[config.mk]
export PLATFORM = sky130hd
export DESIGN_NAME = pipe_stage_sched
export DESIGN_NICKNAME = d
export VERILOG_FILES = /design/src/rtl/pipe_stage_sched.sv
export SDC_FILE = /design/constraint.sdc
export NUM_CORES = 1
export LEC_CHECK = 0
export BUFFER_PORTS_ARGS = -buffer_cell sky130_fd_sc_hd__buf_2
export CAP_MARGIN = 10
export CORE_UTILIZATION = 48
export DETAILED_ROUTE_END_ITERATION = 16
export PLACE_DENSITY = 0.79
export REMOVE_ABC_BUFFERS = 1
export SYNTH_ARGS = -nofsm -noshare
export SYNTH_HDL_FRONTEND = slang
export SYNTH_SLANG_ARGS = --single-unit
[constraint.sdc]
create_clock -name clk -period 2.98 [get_ports clk]
set_clock_uncertainty 0.15 [all_clocks]
set_input_delay 0.447 -clock clk [delete_from_list [all_inputs] [get_ports clk]]
set_output_delay 0.447 -clock clk [all_outputs]
set_load 0.1 [all_outputs]
[src/rtl/pipe_stage_sched.sv]
// -----------------------------------------------------------------------------
// pipe_stage_sched
//
// Valid/ready scheduler for the iterative series-evaluation pipeline. It tracks
// which of the STAGES datapath stages hold a live item. It drives the per-stage
// hold/advance select of the stage mux groups. It can drop items whose stage
// reports arithmetic overflow. It keeps occupancy and overflow statistics.
//
// Parameters
//   STAGES    number of pipeline stages (2..15)
//   DROP_OVF  1 = kill an item when its stage reports overflow,
//             0 = let an overflowed item propagate to the output
//
// Ports
//   clk          rising-edge clock
//   rst          synchronous active-high reset (highest priority)
//   flush        synchronous clear of all stage valid bits; ovf_cnt retained
//   in_valid     upstream presents a new x
//   in_ready     stage 0 can accept (combinational)
//   stage_ovf    per-stage overflow flag from the datapath
//   stage_sel    per-stage mux select, 1 = advance (load upstream), 0 = hold
//   stage_valid  registered occupancy bit per stage
//   out_valid    last stage holds a live result
//   out_ovf      stage_ovf[STAGES-1] qualified by out_valid
//   out_ready    consumer accepts a result
//   occ          registered count of occupied stages
//   ovf_cnt      saturating count of overflowed items
//   idle         occ == 0
// -----------------------------------------------------------------------------
module pipe_stage_sched #(
  parameter int STAGES   = 4,
  parameter bit DROP_OVF = 1'b1
) (
  input  logic              clk,
  input  logic              rst,
  input  logic              flush,
  input  logic              in_valid,
  output logic              in_ready,
  input  logic [STAGES-1:0] stage_ovf,
  output logic [STAGES-1:0] stage_sel,
  output logic [STAGES-1:0] stage_valid,
  output logic              out_valid,
  output logic              out_ovf,
  input  logic              out_ready,
  output logic [3:0]        occ,
  output logic [7:0]        ovf_cnt,
  output logic              idle
);

  logic [STAGES-1:0] v;
  logic [STAGES-1:0] kill;
  logic [STAGES-1:0] ev;
  logic [STAGES-1:0] rdy;
  logic [STAGES-1:0] v_nxt;
  logic [3:0]        ovf_inc;
  logic [8:0]        ovf_sum;
  logic [7:0]        ovf_cnt_nxt;

  // Number of set bits in a stage vector; STAGES <= 15 always fits in 4 bits.
  function automatic logic [3:0] popcount(input logic [STAGES-1:0] bits);
    logic [3:0] n;
    n = '0;
    for (int i = 0; i < STAGES; i++) begin
      n = n + {3'b000, bits[i]};
    end
    return n;
  endfunction

  always_comb begin
    // NOTE: every signal written here gets a value on every path (defaults
    // first), otherwise synthesis infers a latch to hold the old value.
    kill        = '0;
    ev          = '0;
    rdy         = '0;
    v_nxt       = '0;
    ovf_inc     = '0;
    ovf_sum     = '0;
    ovf_cnt_nxt = ovf_cnt;

    // A killed item no longer counts as occupying its stage. That is what
    // lets the slot be overwritten in the same edge instead of leaving a
    // bubble that stalls upstream.
    kill = v & stage_ovf & {STAGES{DROP_OVF}};
    ev   = v & ~kill;

    // Ready ripples from the consumer back to stage 0. A stage can load when
    // it is empty (or killed) or when its own item moves on.
    rdy[STAGES-1] = ~ev[STAGES-1] | out_ready;
    for (int i = STAGES - 2; i >= 0; i--) begin
      rdy[i] = ~ev[i] | rdy[i+1];
    end

    // Stage 0 loads the upstream request; every later stage loads the
    // effective valid of its predecessor, so killed items become bubbles.
    v_nxt[0] = stage_sel[0] ? in_valid : v[0];
    for (int i = 1; i < STAGES; i++) begin
      v_nxt[i] = stage_sel[i] ? ev[i-1] : v[i];
    end

    if (DROP_OVF) begin
      ovf_inc = popcount(kill);
    end else begin
      ovf_inc = {3'b000, out_valid & out_ready & stage_ovf[STAGES-1]};
    end

    ovf_sum     = {1'b0, ovf_cnt} + {5'b00000, ovf_inc};
    ovf_cnt_nxt = ovf_sum[8] ? 8'hFF : ovf_sum[7:0];
  end

  // flush freezes every stage so nothing is accepted or advanced in that cycle.
  assign stage_sel   = rdy & {STAGES{~flush}};
  assign in_ready    = rdy[0] & ~flush;
  assign stage_valid = v;
  assign out_valid   = ev[STAGES-1];
  assign out_ovf     = out_valid & stage_ovf[STAGES-1];
  assign idle        = (occ == 4'd0);

  always_ff @(posedge clk) begin
    // NOTE: state registers use non-blocking assignments so every flop samples
    // the pre-edge values, independent of statement order.
    if (rst) begin
      v       <= '0;
      occ     <= '0;
      ovf_cnt <= '0;
    end else if (flush) begin
      v       <= '0;
      occ     <= '0;
    end else begin
      v       <= v_nxt;
      occ     <= popcount(v_nxt);
      ovf_cnt <= ovf_cnt_nxt;
    end
  end

endmodule

==> reports/metrics.csv, run 1 <==
stage,metric,value,unit
synthesis,most frequent cell after synthesis,dfxtp_1,
sta,crit path time final,2.70,ns
finish,fin nets,149,
grt,vias in the first global route,682,
sta,RSZ-0062 raised after global routing,no,
synthesis,number of synthesized flops with an enable pin,0,
drt,Post-Route WL,1770,um
synthesis,"Top FF cell, synth",dfxtp_1,
synthesis,mean cell area of the mapped netlist,8.83,um2
setup_path,Worst EP required,3.01,ns
clock_tree,Clock Path Buffers,2,
drt,drt first pass iters,4,
setup_path,CP startpoint kind,flip-flop,
die,Die Wd,45.5,um
synthesis,Yosys reg bits,15,
clock_tree,CTS Sinks,15,
grt,antenna violations before repair,0,
synthesis,Synth top cells by count,"dfxtp_1, nor2_1, nand2_1",
setup_path,CP Data Arrival Time,2.73,ns
place,# port buffers,30,
sta,fin. max-slew vios,0,
drt,DR vias,806,
grt,GRT Util Overall,19.9,%
setup_path,Max Fanout on Critical Path,6,
die,IO Pins,33,
synthesis,largest cells by area after synthesis,"dfxtp_1, fa_1, ha_1",
sta,final setup fails,0,
run_status,status,finished clean,
clock_tree,CTS Hold Bufs,0,
clock_tree,clock latency on the worst-skew pair,0.28,ns
synthesis,synth warn,0,
setup_path,Crit. End Element,flip-flop,
clock_tree,post_cts resized,0,
clock_tree,Post-CTS Setup Repair Bufs,0,
die,die height,45.5,um
flow_run,Max Cap Viol,0,
drt,DR WL/cell,11.3,um
grt,pin count of the biggest net entering global routing,19,
clock_tree,H-tree levels,1,
synthesis,Async SR Flop Fraction,0,%
place,Detailed Place HPWL,1390,um
power,VDD IR max,0.287,mV
finish,layout cells sized above 1,29.5,%
sta,hold_ws,0.251,ns
synthesis,Unique masters post-synth,36,
synthesis,post-synth top area cell,dfxtp_1,
finish,Finished Layout Cells,157,
finish,n_diodes,0,
clock_tree,TritonCTS clock tree,built,
die,die area,2070,um2
drt,"antenna viol nets, final",0,
synthesis,post-synth top area share,33.0,%
die,Rows,15,
synthesis,post-synthesis sequential area ratio,33.0,%
power,LEAKAGE,0.510,nW
place,placed cells,153,
finish,fin util,62.2,%
drt,via/cell ratio,5.13,
hold_path,Tightest Hold Check Type,in2reg,
drt,drt initial violations,12,
finish,area grow syn2layout,19.3,%
grt,first-pass GRT wire length,2950,um
sta,FMAX,370,MHz
die,CORE AREA,1750,um2
clock_tree,Root Driver,clkbuf_4,
drt,# DRC,0,
clock_tree,cts bufs inserted,3,
power,PwrDens,411,nW/um2
clock_tree,clk slew on worst S/H paths,0.09,ns
sta,post-route setup TNS,0,ns
sta,fin crit share,90.6,%
grt,Overflow after GRT,0,
synthesis,Syn Inst Count,103,
sta,Final Hold Viols,0,
setup_path,Crit Path Class,reg2reg,
die,Starting Density,52.1,%
place,GPL Wtd Cong,0.890,
synthesis,Synth Cell Area,910,um2
## area by class of cell
class / instances / area (um2)
Fill cell: 171 / 661
Multi-Input combinational cell: 81 / 569
Sequential cell: 15 / 300
Timing Repair Buffer: 30 / 150
Tap cell: 25 / 31.3
Clock buffer: 4 / 26.3
Inverter: 2 / 7.51
## cells in the final DEF, fill, tap and decap left out, drive strengths merged, types with 2 or more instances in the layout
cell type,netlist,routed
a21oi,6,6
and2,5,5
and3,2,2
and4,2,2
buf,5,30
clkbuf,1,4
conb,1,2
dfxtp,15,15
fa,4,4
ha,3,3
inv,2,2
mux2i,2,2
nand2,8,8
nand2b,4,4
nor2,9,9
nor2b,7,7
nor3,7,7
nor3b,2,2
o21ai,4,4
xor2,2,2
## state kept, by name, summed over array words and instances, names as in the netlist
signal       cells
stage_valid      4
occ              3
ovf_cnt          8
## critical path, stage by stage (launching register included)
cell	delay (ns)
dfxtp_1	0.34
and2_1	0.16
fa_1	0.50
inv_1	0.05
fa_1	0.41
inv_1	0.08
fa_1	0.19
nor2b_1	0.35
nand3_1	0.14
mux2i_1	0.17
nor2_1	0.05
## power by group
| part | total [mW] | switching, mW | internal, mW |
|---|---|---|---|
| sequential | 0.209 | 0.00429 | 0.204 |
| clock | 0.117 | 0.0651 | 0.0520 |
| combinational | 0.120 | 0.0986 | 0.0218 |
| total | 0.446 | 0.168 | 0.278 |
## routing by layer
metal / vias to the layer above / routed length [um] / GRT usage, % / share of wire [%]
met5: - / 0 / 0 / 0
met4: 0 / 15 / 7.27 / 0.85
li1: 410 / - / - / -
met2: 26 / 815 / 30.0 / 46
met1: 368 / 850 / 27.5 / 48
met3: 2 / 93 / 4.76 / 5.2
## per-stage QoR
stage | power (mW) | worst slack [ns] | instance area, um2
floorplan | 0.310 | -1.34 | 877
global placement | 0.333 | 0.128 | 1060
detailed placement | 0.334 | 0.0429 | 1060
CTS | 0.452 | 0.270 | 1080
global route | 0.463 | 0.0726 | 1080
finish | 0.446 | 0.280 | 1080
## cells by family after synthesis
group,synth area share [%]
buffers and inverters,4.81
flip-flops,33.0
other,0.412
multiplexers,3.44
AO/OA/AOI/OAI,11.1
AND/OR/NAND/NOR,32.3
adder cells (fa/ha/maj),12.9
XOR/XNOR,1.93
## worst paths after layout
kind | from | to | slack (ns) | cells after the start
max | stage_valid[0]$_SDFF_PP0_ | ovf_cnt[6]$_SDFFE_PP0N_ | 0.28 | 10
min | in_valid | stage_valid[0]$_SDFF_PP0_ | 0.25 | 2
max reg2reg | stage_valid[0]$_SDFF_PP0_ | ovf_cnt[6]$_SDFFE_PP0N_ | 0.28 | 10
min reg2reg | ovf_cnt[7]$_SDFFE_PP0N_ | ovf_cnt[7]$_SDFFE_PP0N_ | 0.40 | 1
(Power assumes the default switching activity.)
==> run 2, diff against run 1 <==
CTS_BUF_LIST = sky130_fd_sc_hd__clkbuf_16   (was unset)
==> run 2 against run 1 <==
Wire length grew 2.8%. Sequential power is essentially flat. Count of clock-buffer cells in the layout shrank 1. Global-route usage shrank 0.083 points. Non-clock buffer count is the same.
==> reports/metrics.csv, run 2 (synthesis results as in run 1) <==
stage,metric,value,unit
clock_tree,CTS Hold Bufs,0,
setup_path,Crit Path Class,reg2reg,
sta,FMAX,370,MHz
power,LEAKAGE,0.537,nW
clock_tree,CTS Sinks,15,
die,Rows,15,
flow_run,Max Cap Viol,0,
sta,crit path time final,2.70,ns
place,Place WS,0.0429,ns
clock_tree,H-tree levels,1,
sta,fin crit share,90.7,%
grt,met3 Track Usage GR,3.57,%
power,Clk pwr share,43.3,%
clock_tree,Root Driver,clkbuf_16,
drt,"antenna viol nets, final",0,
clock_tree,clk slew on worst S/H paths,0.05,ns
drt,DR vias,812,
setup_path,CP Data Arrival Time,2.68,ns
grt,antenna violations before repair,0,
setup_path,Reg2Reg Depth,10,
sta,final setup fails,0,
setup_path,reg-to-reg endpoint,ovf_cnt[6]$_SDFFE_PP0N_,
grt,met1 GRT Util,27.0,%
finish,n_diodes,0,
power,Pint,0.404,mW
power,Comb pwr share,20.7,%
drt,DR WL/cell,11.6,um
place,GPL Wtd Cong,0.890,
finish,Fillers,166,
grt,first-pass GRT wire length,2930,um
die,die area,2070,um2
clock_tree,post_cts resized,0,
clock_tree,clock latency on the worst-skew pair,0.24,ns
drt,# DRC,0,
grt,GRT Util Overall,19.8,%
clock_tree,cts bufs inserted,3,
run_status,status,finished clean,
die,die height,45.5,um
die,IO Pins,33,
sta,fin. max-slew vios,0,
drt,Post-Route WL,1820,um
finish,area grow syn2layout,25.0,%
place,placed cells,153,
power,Psw,0.179,mW
finish,Largest register FFs,8,
place,# port buffers,30,
clock_tree,Clock Path Buffers,2,
die,Die Wd,45.5,um
setup_path,crit path from,stage_valid[0]$_SDFF_PP0_,
finish,"Most flops, register",ovf_cnt,
sta,final setup margin,0.277,ns
grt,met2 usage,30.3,%
setup_path,reg-to-reg startpoint,stage_valid[0]$_SDFF_PP0_,
drt,via/cell ratio,5.17,
power,Switching Share,30.6,%
sta,Final Hold Viols,0,
power,VDD IR max,0.326,mV
power,sequential power share,36.0,%
die,CORE AREA,1750,um2
setup_path,CP startpoint kind,flip-flop,
die,Starting Density,52.1,%
hold_path,Tightest Hold Check Type,in2reg,
setup_path,Reg2Reg Setup Slack,0.28,ns
setup_path,Max Fanout on Critical Path,6,
setup_path,Worst EP required,2.96,ns
finish,Finished Layout Cells,157,
grt,vias in the first global route,685,
setup_path,critical path endpoint,ovf_cnt[6]$_SDFFE_PP0N_,
clock_tree,Post-CTS Setup Repair Bufs,0,
place,Detailed Place HPWL,1390,um
finish,"commonest non-fill, non-tap cell in the layout",buf_2,
sta,RSZ-0062 raised after global routing,no,
grt,pin count of the biggest net entering global routing,19,
drt,drt first pass iters,4,
finish,layout cells sized above 1,29.5,%
finish,most frequent cells in the layout,"buf_2, dfxtp_1, nor2_1, nand2_1, nor3_1",
finish,fin nets,149,
grt,gr busiest metal,met2,
drt,drt initial violations,9,
clock_tree,TritonCTS clock tree,built,
setup_path,Crit. End Element,flip-flop,
power,PwrDens,513,nW/um2
grt,Overflow after GRT,0,
==> run 2: power groups by stage <==
| stage | registers [mW] | clock network [mW] | logic [mW] |
|---|---|---|---|
| after floorplan | 0.243 | 0 | 0.0667 |
| after global placement | 0.213 | 0 | 0.120 |
| after detailed placement | 0.214 | 0 | 0.121 |
| after CTS | 0.210 | 0.258 | 0.121 |
| after global routing | 0.210 | 0.264 | 0.127 |
| final | 0.210 | 0.253 | 0.121 |
==> run 2: cell type report <==
cell class / count / area (um2) / area share [%]
Multi-Input combinational cell: 81 / 569 / 50.1
Sequential cell: 15 / 300 / 26.4
Tap cell: 25 / 31.3 / 2.75
Clock buffer: 3 / 75.1 / 6.60
Timing Repair Buffer: 30 / 150 / 13.2
Inverter: 2 / 7.51 / 0.660
Clock inverter: 1 / 3.75 / 0.330
==> run 2: per-stage QoR <==
stage          total power [mW]  util, %  cell area [um2]  setup TNS, ns  hold slack, ns
2_1_floorplan             0.310        -              877          -3.65           0.366
3_3_place_gp              0.333     60.6             1060              0           0.362
3_5_place_dp              0.334     60.6             1060              0           0.381
4_1_cts                   0.590     65.2             1140              0           0.298
5_1_grt                   0.601     65.2             1140              0           0.299
6_report                  0.583     65.2             1140              0           0.298
==> run 2: routing by layer <==
metal,wire length [um],vias up
met1,883,376
li1,-,408
met5,0,-
met4,13,0
met2,835,26
met3,91,2
==> run 2: worst min-delay path by stage <==
stage	from	to	slack, ns	cells after the start
2_1_floorplan	rst	ovf_cnt[3]$_SDFFE_PP0N_	0.37	1
3_3_place_gp	ovf_cnt[7]$_SDFFE_PP0N_	ovf_cnt[7]$_SDFFE_PP0N_	0.36	1
3_5_place_dp	ovf_cnt[7]$_SDFFE_PP0N_	ovf_cnt[7]$_SDFFE_PP0N_	0.38	1
4_1_cts	in_valid	stage_valid[0]$_SDFF_PP0_	0.30	2
5_1_grt	in_valid	stage_valid[0]$_SDFF_PP0_	0.30	2
6_report	in_valid	stage_valid[0]$_SDFF_PP0_	0.30	2
==> run 2: critical path: stages (launching register included) <==
cell and delay, ns:
dfxtp_1 0.33, and2_1 0.16, fa_1 0.50, inv_1 0.05
fa_1 0.40, inv_1 0.08, fa_1 0.19, nor2b_1 0.36
nand3_1 0.15, mux2i_1 0.17, nor2_1 0.05
